==> config.mk <==
export PLATFORM = sky130hd
export DESIGN_NAME = serial_add_sequencer
export DESIGN_NICKNAME = d
export VERILOG_FILES = /design/src/rtl/serial_add_sequencer.sv
export SDC_FILE = /design/constraint.sdc
export NUM_CORES = 1
export LEC_CHECK = 0
export CORE_ASPECT_RATIO = 1.5
export CORE_MARGIN = 2
export CORE_UTILIZATION = 43
export DETAILED_ROUTE_END_ITERATION = 8
export MAX_ROUTING_LAYER = met4
export PLACE_DENSITY = 0.75
export REMOVE_ABC_BUFFERS = 1
export SETUP_SLACK_MARGIN = 0.2
export SYNTH_ARGS = -nofsm -noshare
export SYNTH_HDL_FRONTEND = slang
export SYNTH_SLANG_ARGS = --single-unit
==> constraint.sdc <==
create_clock -name clk -period 1.3 [get_ports clk]
set_input_delay 0.195 -clock clk [delete_from_list [all_inputs] [get_ports clk]]
set_output_delay 0.195 -clock clk [all_outputs]
set_load 0.005 [all_outputs]
==> src/rtl/serial_add_sequencer.sv <==
// Bit-serial adder sequencer. It streams two WIDTH-bit operands LSB-first through an
// external 1-bit full adder, then collects the sum bits and the final carry.
module serial_add_sequencer #(
   parameter int WIDTH = 8
) (
   input  logic             clk,
   input  logic             rst_n,
   input  logic             start,
   input  logic [WIDTH-1:0] op_a,
   input  logic [WIDTH-1:0] op_b,
   input  logic             cin,
   output logic             busy,
   output logic             done,
   output logic [WIDTH-1:0] result,
   output logic             cout,
   output logic             fa_a,
   output logic             fa_b,
   output logic             fa_carry_in,
   input  logic             fa_c,
   input  logic             fa_carry_out
);

   localparam int               CNT_W    = $clog2(WIDTH + 1);
   localparam logic [CNT_W-1:0] CNT_LAST = CNT_W'(WIDTH - 1);

   typedef enum logic [1:0] {
      ST_IDLE = 2'd0,
      ST_RUN  = 2'd1,
      ST_DONE = 2'd2
   } state_t;

   state_t           state_r;
   state_t           state_nx_s;
   logic [WIDTH-1:0] sa_r;
   logic [WIDTH-1:0] sb_r;
   logic [WIDTH-1:0] result_r;
   logic [WIDTH-1:0] result_nx_s;
   logic             carry_q_r;
   logic             cout_r;
   logic             done_r;
   logic [CNT_W-1:0] cnt_r;
   logic             load_s;
   logic             shift_s;
   logic             last_s;

   // State register
   always_ff @(posedge clk or negedge rst_n) begin
      if (!rst_n) begin
         state_r <= ST_IDLE;
      end else begin
         state_r <= state_nx_s;
      end
   end

   // Next-state decode and datapath strobes
   always_comb begin
      state_nx_s = state_r;
      load_s     = 1'b0;
      shift_s    = 1'b0;
      last_s     = 1'b0;
      case (state_r)
         ST_IDLE: begin
            if (start) begin
               load_s     = 1'b1;
               state_nx_s = ST_RUN;
            end else begin
               state_nx_s = ST_IDLE;
            end
         end
         ST_RUN: begin
            shift_s = 1'b1;
            if (cnt_r == CNT_LAST) begin
               last_s     = 1'b1;
               state_nx_s = ST_DONE;
            end else begin
               state_nx_s = ST_RUN;
            end
         end
         ST_DONE: begin
            state_nx_s = ST_IDLE;
         end
         default: begin
            state_nx_s = ST_IDLE;
         end
      endcase
   end

   // New sum bit enters at the MSB, so after WIDTH shifts bit 0 holds the first sum bit
   always_comb begin
      result_nx_s = (result_r >> 1) | (WIDTH'(fa_c) << (WIDTH - 1));
   end

   // Operand shifters, carry, bit counter and result capture
   always_ff @(posedge clk or negedge rst_n) begin
      if (!rst_n) begin
         sa_r      <= '0;
         sb_r      <= '0;
         carry_q_r <= 1'b0;
         cnt_r     <= '0;
         result_r  <= '0;
         cout_r    <= 1'b0;
         done_r    <= 1'b0;
      end else begin
         if (load_s) begin
            sa_r      <= op_a;
            sb_r      <= op_b;
            carry_q_r <= cin;
            cnt_r     <= '0;
         end else if (shift_s) begin
            sa_r      <= sa_r >> 1;
            sb_r      <= sb_r >> 1;
            carry_q_r <= fa_carry_out;
            cnt_r     <= cnt_r + CNT_W'(1);
            result_r  <= result_nx_s;
            if (last_s) begin
               cout_r <= fa_carry_out;
            end else begin
               cout_r <= cout_r;
            end
         end else begin
            sa_r      <= sa_r;
            sb_r      <= sb_r;
            carry_q_r <= carry_q_r;
            cnt_r     <= cnt_r;
         end
         done_r <= last_s;
      end
   end

   // Full-adder drives are only live in RUN so the macro sees quiet inputs otherwise
   always_comb begin
      if (state_r == ST_RUN) begin
         fa_a        = sa_r[0];
         fa_b        = sb_r[0];
         fa_carry_in = carry_q_r;
      end else begin
         fa_a        = 1'b0;
         fa_b        = 1'b0;
         fa_carry_in = 1'b0;
      end
   end

   // Status and result outputs, all taken straight from registers
   always_comb begin
      busy   = (state_r != ST_IDLE);
      done   = done_r;
      result = result_r;
      cout   = cout_r;
   end

endmodule

Word-level counts from Yosys, hierarchy flattened
Cells that the tools add are included.
{ "word_totals": {"ff_bits": 33, "latchBits": 0, "ram_bits": 0, "mem_bits_ro": 0, "output_inout_bits": 14, "wordCells": 37, "n_memories": 0} }
{ "classes": {"add_sub_neg": 1, "multipliers": 0, "div_mod_pow": 0, "n_lt_le_gt_ge": 0, "n_eq_ne": 2, "shifts": 0, "mux": 19, "n_bitwise": 2, "n_reduce_logical": 5} }
{ "op_table": {"columns": ["op", "n"], "rows": [
  ["$mux W8", 4],
  ["$mux W1", 11],
  ["$mux W4", 2],
  ["$or A7 B8 Y8", 1],
  ["$add A4 B1 Y4 const B", 1],
  ["$eq A4 B3 Y1 const B", 1],
  ["$pmux W2 S2", 1],
  ["$reduce_bool A2 Y1", 2],
  ["$reduce_and A3 Y1", 1],
  ["$eq A2 B1 Y1 const B", 1],
  ["$logic_not A2 Y1", 1],
  ["$mux W2", 1],
  ["$reduce_and A2 Y1", 1],
  ["$not A1 Y1", 1]
]} }

Longest topological paths before layout
{ "depth": {"depth_word": 4, "mapped_depth": 4} }

Least setup slack after synthesis
OpenSTA, ideal clock, no wires.
{ "synth_timing": {"path_type": "register -> register", "startpoint": "register state_r[1]", "endpoint": "register cout_r (netlist: cout)", "setup_time_ps": 125, "t_arrival_ps": 1109, "required_time_ps": 1175, "slack_ps": 66, "path_stages_with_launch": 4, "period_less_slack_ps": 1234, "path_cell_list": "dfrtp_1 > nand2b_2 > nor3_2 > mux2_2"} }
{ "synth_lines": {"columns": ["element", "line", "rtl"], "rows": [
  ["start, declared", "32", "state_t state_r;"],
  ["start signal, assigned", "51", "state_r <= state_nx_s;"],
  ["$eq A2 B1 Y1", "61", "case (state_r)"],
  ["$mux W1", "61", null],
  ["net last_s", "44", "logic last_s;"],
  ["$reduce_and A3 Y1 (no line)", null, null],
  ["end signal, assigned", "116", "cout_r <= fa_carry_out;"],
  ["end signal, assigned", "118", "cout_r <= cout_r;"],
  ["end, declared", "39", "logic cout_r;"]
]} }
The timed path passes the listed nets, and every way through them passes these cells.
A chain may end at the register's enable or synchronous reset.

Worst setup path after layout
{ "layout_timing": {"startpoint": "register state_r[0]", "endpoint": "output fa_b"} }
{ "layout_between": {"elab_chain_cells": 2} }
{ "layout_rtl": {"columns": ["element", "line", "rtl"], "rows": [
  ["$eq A2 B1 Y1", "132", "if (state_r == ST_RUN) begin"],
  ["$mux W1", "132", null],
  ["end, declared", "17", "output logic fa_b,"]
]} }
No other way between the ends.

==> flow_summary.ini <==
[outcome]
status = finished with violations
violations = setup timing

[placement]
place_congestion = 0.736
pre_cts_ws_ps = -247
place_area_um2 = 1860
hpwl_um = 2110
dp_cells = 222
port_buffers = 35

[power_and_ir_drop]
intPower_mw = 3.54
power_switching_mw = 1.97
combPwrFrac_pct = 54.3
netSwitchingFraction_pct = 35.8
cellLeakagePower_nw = 1.12
clkPwrFrac_pct = 13.6
pwr-share-seq_pct = 32.1
p_per_area_nw_per_um2 = 2350
ir_drop_mv = 1.54

[final_layout]
diodes = 0
stdcell_area_um2 = 2350
drive_gt1_share_pct = 36.6
fin_cells = 253
area_growth_pct = 69.5
fillCellCount = 206
nets = 235

[sta]
finalSetupTns_ps = -1910
setup_ws_ps = -181
max_slew.worst_pin.slew_ps = 199
relSlewSlack_pct = 86.6
fin_skew_ps = 7.83
final-hold-violation-count = 0
setup_viol = 25
maxSlewViolCount = 0
min_period_ps = 1480
period_share_pct = 114
rsz0062_at_grt = true
fmax_mhz = 675

[clock_tree]
clk_pin_slew_worst_paths_ps = 70
cts_sinks = 33
clock_latency_ps = 290
h-tree-depth = 2
cts_hold_buf = 0
root_buffer = clkbuf_8
clockBufferDepth = 2
numCtsBuffers = 5
cts_tree = built

[synth]
synth_ff_type = dfrtp_1
synth.area.top_cells = dfrtp_1 60%, nand2_1 17%, a22oi_1 8.1%
yosysMostFrequentCell = nand2_1
syn_area_per_cell_um2 = 9.68
synthCells = 143
ys_types = 23
synthArstFlopShare_pct = 100
synth_common_cells = 62 x nand2_1, 33 x dfrtp_1, 15 x a22oi_1
ys_ff_latch = 33
syn_area_um2 = 1380
ys_warn_count = 0
synth.top_cell.area_share_pct = 59.7
yosysTopAreaCell = dfrtp_1
seq_area_frac_synth_pct = 59.7
synth_edf_count = 0

[floorplan]
die_w_um = 50.3
ios = 36
core_um2 = 3130
start_util_pct = 44.2
die_y_um = 73.5
row_count = 25
die_area_um2 = 3700

[setup_path]
cp-end-kind = primary output
cpPeakStageDelay_ps = 400
startpoint_type = flop
cpMaxStageDelayCell = dfrtp_1
cp_common_cell = buf_6
required_ps = 1110
path_cells = and2b_2 > buf_6 > and2_4 > buf_6
path_max_fanout = 3
timing_worst_setup_path_type = reg -> out
crit_arrival_ps = 1290

[global_routing]
antenna_found_initial = 0
grt_first_pass_wirelength_um = 6330
grt_max_degree = 34
grt_usage_pct = 24.3
grt-ovfl-total = 0
grt_pass1_vias = 1359

[route]
wl_per_cell_um = 15.9
drtAntennaViolNets = 0
drc = 0
drt_iter0_markers = 23
via_count = 1317
viasPerCell = 5.21
drt-pass1-iter-count = 4
wirelength_um = 4030

[min_path]
min_path_type = in -> async

[flow_run]
drv_cap = 0
[worst max-delay path, delay by kind of cell, from the launching register on]
family	cells	cell delay (ps)
buffers and inverters	2	230
flip-flops	1	400
AND/OR/NAND/NOR	2	370
[metrics by stage]
| stage | power [mW] | hold slack [ps] | util, % |
|---|---|---|---|
| 5_1_grt | 5.82 | 296 | 75.0 |
| 6_report | 5.51 | 265 | 75.0 |
| 4_1_cts | 5.31 | 273 | 74.2 |
| 3_3_place_gp | 3.47 | 453 | 59.4 |
| 3_5_place_dp | 3.57 | 459 | 59.4 |
| 2_1_floorplan | 2.59 | -101 | - |
[what timing repair did]
action,in CTS,in global routing
pin swaps,32,1
gates resized for setup,75,10
setup endpoints to repair,46,40
setup buffers,17,2
gates cloned,4,0
[cell usage in the layout (no fill, tap or decap), types with 2 or more instances in the layout]
cell type | synthesis | layout
buf_4 | 1 | 17
buf_6 | 0 | 13
clkinv_2 | 0 | 2
clkdlybuf4s15_1 | 0 | 7
nand2_2 | 0 | 3
and2_4 | 0 | 2
nand2_1 | 62 | 59
o21ai_1 | 2 | 4
bufbuf_16 | 0 | 2
clkbuf_8 | 0 | 5
a22oi_2 | 0 | 15
a21oi_2 | 0 | 2
o21ai_0 | 5 | 3
dfrtp_1 | 33 | 33
clkbuf_2 | 0 | 4
buf_12 | 0 | 4
clkdlybuf4s50_1 | 0 | 21
[cell families (layout without fill, tap and decap cells)]
logic type      after synthesis  in the layout  synth area share [%]
simple gates                 74             74                  22.7
flops                        33             33                  59.7
compound gates               26             26                  12.9
buf+inv                       8             78                  2.98
fa+ha+maj                     1              1                 0.904
mux                           1              1                 0.814
[cell type report]
class,count,area (um2),area share [%]
repair buffers,69,724,30.9
clock buffers,6,72.6,3.09
clock inverters,2,10.0,0.427
well taps,40,50.0,2.13
multi-input cells,102,659,28.1
inverters,1,3.75,0.160
flip-flops and latches,33,826,35.2
[final timing paths]
check / start / endpoint / slack [ps] / cells past startpoint
worst max-delay path: state_r[0] / fa_b / -180 / 4
worst min-delay path: rst_n / sb_r[1] / 260 / 2
worst max register to register: state_r[0] / cnt_r[2] / -120 / 6
worst min register to register: carry_q_r / carry_q_r / 470 / 2
max in group asynchronous: rst_n / done / 850 / 2
min in group clk: op_b[7] / sb_r[7] / 460 / 3
[power groups by stage]
stage | logic, mW | registers (mW) | clock network (mW)
global route | 3.21 | 1.81 | 0.810
floorplan | 0.882 | 1.71 | 0
finish | 2.99 | 1.77 | 0.749
detailed placement | 1.83 | 1.74 | 0
CTS | 2.81 | 1.75 | 0.760
global placement | 1.77 | 1.70 | 0
[routing by layer]
metal  share of wire [%]  wire length, um  GRT usage [%]
met1                  37             1470           25.7
met2                  57             2300           42.7
met3                 3.5              142           5.49
met4                 2.8              114           10.8
met5                   0                0              -
[flip-flops by register name, summed over array words and instances, names as in the netlist]
register   count
result         8
sa_r           8
sb_r           8
cnt_r          4
state_r        2
carry_q_r      1
cout           1
done           1
Note: power is estimated with default switching activity, not from simulation.
